[src/rtl/ga23_tile_fetch_if.sv]
// Bus bundle for ga23_tile_fetch: descriptor input, arbiter request/response
// and the serialised pixel stream to the layer pipeline.
interface ga23_tile_fetch_if;
    logic        desc_valid;
    logic        desc_ready;
    logic [15:0] desc_code;
    logic [2:0]  desc_row;
    logic        desc_flipx;
    logic        desc_flipy;
    logic [6:0]  desc_pal;

    logic [21:0] mem_addr;
    logic        mem_req;
    logic        mem_rdy;
    logic [31:0] mem_data;

    logic        pix_advance;
    logic        pix_valid;
    logic [3:0]  pix_color;
    logic [6:0]  pix_pal;

    modport slave (
        input  desc_valid, desc_code, desc_row, desc_flipx, desc_flipy, desc_pal,
        output desc_ready,
        output mem_addr, mem_req,
        input  mem_rdy, mem_data,
        input  pix_advance,
        output pix_valid, pix_color, pix_pal
    );

    modport master (
        output desc_valid, desc_code, desc_row, desc_flipx, desc_flipy, desc_pal,
        input  desc_ready,
        input  mem_addr, mem_req,
        output mem_rdy, mem_data,
        output pix_advance,
        input  pix_valid, pix_color, pix_pal
    );
endinterface

[src/rtl/ga23_tile_fetch.sv]
// Per-layer tile row fetcher: one ROM read per tile row, rows buffered in a
// small FIFO and replayed as 4-bit pixels with palette.
module ga23_tile_fetch #(
    parameter int DEPTH = 4
) (
    input  logic              clk,
    input  logic              reset,
    input  logic              flush,
    ga23_tile_fetch_if.slave  bus
);

    localparam int AW = $clog2(DEPTH);
    localparam logic [AW:0] FULL = (AW+1)'(DEPTH);

    localparam logic [1:0] S_IDLE = 2'd0;
    localparam logic [1:0] S_REQ  = 2'd1;
    localparam logic [1:0] S_WAIT = 2'd2;

    logic [1:0]    state;
    logic [21:0]   addr_q;
    logic [6:0]    pal_q;
    logic          flipx_q;
    logic          discard;

    logic [31:0]   fifo_data [DEPTH];
    logic [6:0]    fifo_pal  [DEPTH];
    logic          fifo_flip [DEPTH];
    logic [AW-1:0] wr_ptr;
    logic [AW-1:0] rd_ptr;
    logic [AW:0]   count;
    logic [2:0]    pix_idx;

    logic          accept;
    logic          push;
    logic          pop;
    logic [2:0]    sel;
    logic [31:0]   head;

    // Accepting only in IDLE with room guarantees the single in-flight row always fits.
    assign bus.desc_ready = (state == S_IDLE) && (count < FULL) && !flush && !reset;
    assign accept         = bus.desc_valid && bus.desc_ready;
    assign push           = (state == S_WAIT) && bus.mem_rdy && !discard && !flush && !reset;
    assign bus.pix_valid  = (count != '0);
    assign pop            = bus.pix_valid && bus.pix_advance && (pix_idx == 3'd7);

    assign bus.mem_req  = (state == S_REQ);
    assign bus.mem_addr = addr_q;

    // Flipped rows walk the nibbles from the top; 7-n is just the bitwise inverse.
    assign head          = fifo_data[rd_ptr];
    assign sel           = fifo_flip[rd_ptr] ? ~pix_idx : pix_idx;
    assign bus.pix_color = bus.pix_valid ? head[{sel, 2'b00} +: 4] : 4'd0;
    assign bus.pix_pal   = bus.pix_valid ? fifo_pal[rd_ptr] : 7'd0;

    always_ff @(posedge clk) begin
        if (reset) begin
            state   <= S_IDLE;
            discard <= 1'b0;
            addr_q  <= '0;
            pal_q   <= '0;
            flipx_q <= 1'b0;
        end else begin
            case (state)
                S_IDLE: begin
                    if (accept) begin
                        addr_q  <= {1'b0, bus.desc_code,
                                    bus.desc_row ^ {3{bus.desc_flipy}}, 2'b00};
                        pal_q   <= bus.desc_pal;
                        flipx_q <= bus.desc_flipx;
                        state   <= S_REQ;
                    end
                end
                S_REQ: begin
                    state <= S_WAIT;
                    if (flush) discard <= 1'b1;
                end
                S_WAIT: begin
                    // A flushed fetch must still retire so the arbiter stays in step.
                    if (bus.mem_rdy) begin
                        state   <= S_IDLE;
                        discard <= 1'b0;
                    end else if (flush) begin
                        discard <= 1'b1;
                    end
                end
                default: state <= S_IDLE;
            endcase
        end
    end

    always_ff @(posedge clk) begin
        if (reset || flush) begin
            wr_ptr  <= '0;
            rd_ptr  <= '0;
            count   <= '0;
            pix_idx <= '0;
        end else begin
            if (push) wr_ptr <= wr_ptr + AW'(1);
            if (pop)  rd_ptr <= rd_ptr + AW'(1);
            if (push && !pop)      count <= count + (AW+1)'(1);
            else if (pop && !push) count <= count - (AW+1)'(1);
            if (bus.pix_valid && bus.pix_advance) pix_idx <= pix_idx + 3'd1;
        end
    end

    always_ff @(posedge clk) begin
        if (push) begin
            fifo_data[wr_ptr] <= bus.mem_data;
            fifo_pal[wr_ptr]  <= pal_q;
            fifo_flip[wr_ptr] <= flipx_q;
        end
    end

endmodule
[src/flat_wrapper.sv]
// flat-port wrapper written by rule: the top's interface ports become plain ports
module ga23_tile_fetch_flat 
#(
    parameter int DEPTH = 4
)
  (clk, reset, flush, bus_desc_valid, bus_desc_code, bus_desc_row, bus_desc_flipx, bus_desc_flipy, bus_desc_pal, bus_desc_ready, bus_mem_addr, bus_mem_req, bus_mem_rdy, bus_mem_data, bus_pix_advance, bus_pix_valid, bus_pix_color, bus_pix_pal);
  ga23_tile_fetch_if bus_i ();
  input  logic clk;
  input  logic reset;
  input  logic flush;
  input wire logic [$bits(bus_i.desc_valid)-1:0] bus_desc_valid;
  input wire logic [$bits(bus_i.desc_code)-1:0] bus_desc_code;
  input wire logic [$bits(bus_i.desc_row)-1:0] bus_desc_row;
  input wire logic [$bits(bus_i.desc_flipx)-1:0] bus_desc_flipx;
  input wire logic [$bits(bus_i.desc_flipy)-1:0] bus_desc_flipy;
  input wire logic [$bits(bus_i.desc_pal)-1:0] bus_desc_pal;
  output wire logic [$bits(bus_i.desc_ready)-1:0] bus_desc_ready;
  output wire logic [$bits(bus_i.mem_addr)-1:0] bus_mem_addr;
  output wire logic [$bits(bus_i.mem_req)-1:0] bus_mem_req;
  input wire logic [$bits(bus_i.mem_rdy)-1:0] bus_mem_rdy;
  input wire logic [$bits(bus_i.mem_data)-1:0] bus_mem_data;
  input wire logic [$bits(bus_i.pix_advance)-1:0] bus_pix_advance;
  output wire logic [$bits(bus_i.pix_valid)-1:0] bus_pix_valid;
  output wire logic [$bits(bus_i.pix_color)-1:0] bus_pix_color;
  output wire logic [$bits(bus_i.pix_pal)-1:0] bus_pix_pal;
  assign bus_i.desc_valid = bus_desc_valid;
  assign bus_i.desc_code = bus_desc_code;
  assign bus_i.desc_row = bus_desc_row;
  assign bus_i.desc_flipx = bus_desc_flipx;
  assign bus_i.desc_flipy = bus_desc_flipy;
  assign bus_i.desc_pal = bus_desc_pal;
  assign bus_desc_ready = bus_i.desc_ready;
  assign bus_mem_addr = bus_i.mem_addr;
  assign bus_mem_req = bus_i.mem_req;
  assign bus_i.mem_rdy = bus_mem_rdy;
  assign bus_i.mem_data = bus_mem_data;
  assign bus_i.pix_advance = bus_pix_advance;
  assign bus_pix_valid = bus_i.pix_valid;
  assign bus_pix_color = bus_i.pix_color;
  assign bus_pix_pal = bus_i.pix_pal;
  ga23_tile_fetch #(.DEPTH(DEPTH)) u_core (.clk(clk), .reset(reset), .flush(flush), .bus(bus_i));
endmodule
[config.mk]
export PLATFORM = sky130hd
export DESIGN_NAME = ga23_tile_fetch_flat
export DESIGN_NICKNAME = d
export VERILOG_FILES = /design/src/rtl/ga23_tile_fetch_if.sv /design/src/rtl/ga23_tile_fetch.sv /design/src/flat_wrapper.sv
export SDC_FILE = /design/constraint.sdc
export NUM_CORES = 1
export LEC_CHECK = 0
export ABC_CLOCK_PERIOD_IN_PS = 4690
export CELL_PAD_IN_SITES_DETAIL_PLACEMENT = 1
export CELL_PAD_IN_SITES_GLOBAL_PLACEMENT = 1
export CORE_ASPECT_RATIO = 1.5
export CORE_MARGIN = 2
export CORE_UTILIZATION = 50
export CTS_CLUSTER_DIAMETER = 150
export DETAILED_ROUTE_END_ITERATION = 8
export GPL_TIMING_DRIVEN = 0
export PLACE_DENSITY = 0.87
export SLEW_MARGIN = 20
export SYNTH_ARGS = -nofsm -noshare
export SYNTH_HDL_FRONTEND = slang
export SYNTH_SLANG_ARGS = --single-unit
[constraint.sdc]
create_clock -name clk -period 4.69 [get_ports clk]
set_input_delay 1.407 -clock clk [delete_from_list [all_inputs] [get_ports clk]]
set_output_delay 1.407 -clock clk [all_outputs]
set_load 0.02 [all_outputs]
==> metrics.md <==
| Metric | Value |
|---|---|
| Run status | `completed` |
| Max-cap check violation count | `0` |
| Max-slew violations | `0` |
| Fraction of layout cells with a size suffix above 1 | `0.166` |
| Mapped Avg Cell Area | `16.6 um2` |
| Least-Margin Pin Slew | `0.894 ns` |
| First-pass GRT wire length | `31600 um` |
| Fin nets | `697` |
| Final Total Pwr | `3.92 mW` |
| Initial Util | `0.509` |
| Required time of the critical path | `3.28 ns` |
| Post-route ant nets | `0` |
| Die Height | `161 um` |
| Top FF cell, synth | `edfxtp_1` |
| Clock share of power | `0.427` |
| Kind of start point of the critical path | `flip-flop` |
| Worst skew pair latency | `0.50 ns` |
| Reg clk slew, reported paths | `0.07 ns` |
| Detail Placement HPWL | `13800 um` |
| YS warnings | `0` |
| Setup violators final | `0` |
| Final Skew | `0.0138 ns` |
| DR WL/cell | `24.0 um` |
| Normalized max-slew margin | `0.399` |
| RSZ-0062 raised after global routing | `false` |
| Post-synth EDFFs | `160` |
| Worst Setup End Kind | `output pin` |
| Yosys cell types | `44` |
| Cells after DPL | `803` |
| Antenna violations before repair | `0` |
| Critical path arrival | `3.18 ns` |
| Area occupied by multi-input gates | `2360 um2` |
| P_int | `3.10 mW` |
| GP Congestion | `0.850` |
| Switch share | `0.211` |
| Reg area | `5650 um2` |
| Fill count | `1496` |
| Drt via density | `5.81` |
| Number of post-CTS setup repair buffers | `0` |
| Dominant cells by area after synthesis | `edfxtp_1 59%, mux4_2 12%, dfxtp_1 10%` |
| Mapped Cells | `493` |
| H-tree depth | `1` |
| Gr usage total | `0.242` |
| Netlist Area Pre-Place | `8200 um2` |
| Final setup TNS | `0 ns` |
| Synth top area share | `0.586` |
| Vias | `4872` |
| Boundary Pins | `102` |
| Vias in the first global route | `5745` |
| Tmin final | `4.59 ns` |
| Layout Area Growth over Synthesis | `24.8%` |
| CTS Root Cell | `clkbuf_16` |
| CTS tree | `yes` |
| Die area | `17500 um2` |
| Core region area | `16100 um2` |
| Async SR Flop Fraction | `0` |
| Num Clock Sinks | `202` |
| Pre-antenna DRT Iters | `4` |
| DRC | `0` |
| Grt total ovfl | `0` |
| Clk buf depth | `3` |
| Drt total wl | `20100 um` |
| Die X-Extent | `109 um` |
| Leakage | `3.36 nW` |
| Cts bufs inserted | `20` |
| Cell accounting for the most synthesized area | `edfxtp_1` |
| VDD IR max | `0.275 mV` |
| Reg-to-reg slack, setup | `1.62 ns` |
| Rows | `57` |
| Post-synthesis sequential area ratio | `0.688` |
| Yosys reg bits | `202` |
| HP Class | `reg -> reg` |
| Layout Cells excl Fill | `839` |
| Hold Fails Final Rpt | `0` |
| Pwr dens | `383 nW/um2` |
| Tcrit/Tclk final | `0.979` |
| Crit path max fanout | `10` |
| DRT iter0 DRCs | `262` |
| Largest net degree at the start of global routing | `27` |
| Buffers added on ports | `98` |
| Psw | `0.828 mW` |
| Seq pwr share | `0.504` |
| Gate power share | `0.068` |
| Fmax | `218 MHz` |
| Diodes inserted | `0` |
| CP Class | `reg -> out` |
[critical path: stages, from the launching register on]
cell and delay [ns]:
dfxtp_1 0.45, buf_6 0.24, mux4_1 0.63, mux4_2 0.53
o211ai_2 0.16, a21oi_1 0.10, clkdlybuf4s50_1 0.58
[metal layers]
layer  up-vias  GRT usage  part of all wire
li1       2158          -                 -
met1      2452      0.252              0.34
met2       206      0.448              0.56
met3        56     0.0621             0.068
met4         0      0.106             0.036
met5         -          0                 0
[what timing repair did]
action	in CTS	in global routing
hold buffers	0	0
resized for setup	3	2
setup endpoints to repair	2	2
[worst paths after layout]
path	to	start	cells after the start
hold / removal	u_core.bus.mem_addr[13]	u_core.bus.mem_addr[13]	2
setup / recovery	bus_pix_color[3]	flip-flop	6
hold reg to reg	u_core.bus.mem_addr[13]	u_core.bus.mem_addr[13]	2
setup reg to reg	u_core.count[2]	u_core.count[2]	9
[power by group through the flow]
stage	clock, mW	sequential [mW]	combinational [mW]
global placement	0	2.01	0.250
detailed placement	0	2.02	0.267
global route	1.78	1.98	0.293
CTS	1.71	1.98	0.271
floorplan	0	2.02	0.116
finish	1.68	1.98	0.268
[final cells by class]
class | instances | share of cell area
Clock inverter | 11 | 0.0143
Inverter | 8 | 0.00293
Sequential cell | 202 | 0.552
Tap cell | 206 | 0.0252
Buffer | 30 | 0.0176
Timing Repair Buffer | 102 | 0.104
Clock buffer | 25 | 0.0538
Multi-Input combinational cell | 255 | 0.231
[kinds of logic (layout without fill, tap and decap cells)]
logic type	count (synthesis)	in the layout	synth area share
flip-flops	202	202	0.688
AND/OR/NAND/NOR	106	106	0.0604
buffers and inverters	38	176	0.0255
multiplexers	63	63	0.148
AO/OA/AOI/OAI	62	62	0.0487
XOR/XNOR	9	9	0.00961
other	1	3	0.000457
adder cells (fa/ha/maj)	12	12	0.0192
[cell usage after synthesis (2+ instances only)]
cell	n
edfxtp_1	160
o311ai_1	3
a21oi_1	32
mux4_2	42
nor2_1	17
a211o_1	3
o22ai_1	4
ha_1	11
o311ai_0	3
nand2b_1	2
nand3b_1	7
inv_1	8
nand3_1	8
mux4_1	3
buf_4	4
buf_1	2
clkbuf_1	13
mux2i_1	12
o211ai_2	2
a31oi_1	5
mux2_2	3
nand2_1	53
buf_2	5
xor2_1	4
mux2_1	3
o211ai_1	3
dfxtp_1	42
buf_6	6
and2_1	12
a211oi_1	3
xnor2_1	5
[per-stage QoR]
stage          setup slack [ns]  hold WS (ns)  area [um2]   util
2_1_floorplan              1.27         0.460        8210      -
3_3_place_gp              0.126         0.443        9450  0.586
3_5_place_dp              0.329         0.454        9530  0.591
4_1_cts                  0.0644         0.465       10200  0.635
5_1_grt                 0.00295         0.487       10200  0.635
6_report                 0.0990         0.463       10200  0.635
[flip-flops by register name (all words and copies together) (netlist names), named ones only]
name and flops:
u_core.bus.mem_addr 19, u_core.count 3, u_core.discard 1, u_core.fifo_data 128
u_core.fifo_flip 4, u_core.fifo_pal 28, u_core.flipx_q 1, u_core.pal_q 7
u_core.pix_idx 3, u_core.rd_ptr 2, u_core.state 2, u_core.wr_ptr 2
[placed cells by master (no fill, tap or decap), types with 3 or more instances in the layout]
cell type	synthesis	routed
a211o_1	3	3
a211oi_1	3	3
a21oi_1	32	32
a31oi_1	5	5
and2_1	12	8
and2_2	0	4
buf_12	0	4
buf_2	5	6
buf_4	4	4
buf_6	6	6
bufinv_16	0	3
clkbuf_1	13	16
clkbuf_16	0	21
clkdlybuf4s50_1	0	95
clkinvlp_4	0	3
conb_1	1	3
dfxtp_1	42	42
edfxtp_1	160	160
ha_1	11	11
inv_1	8	8
mux2_1	3	3
mux2_2	3	3
mux2i_1	12	12
mux4_1	3	3
mux4_2	42	42
nand2_1	53	53
nand3_1	8	8
nand3b_1	7	7
nor2_1	17	17
o211ai_1	3	3
o22ai_1	4	4
o311ai_1	3	4
xnor2_1	5	5
xor2_1	4	4
No activity file was read; power rests on OpenSTA's default activity.
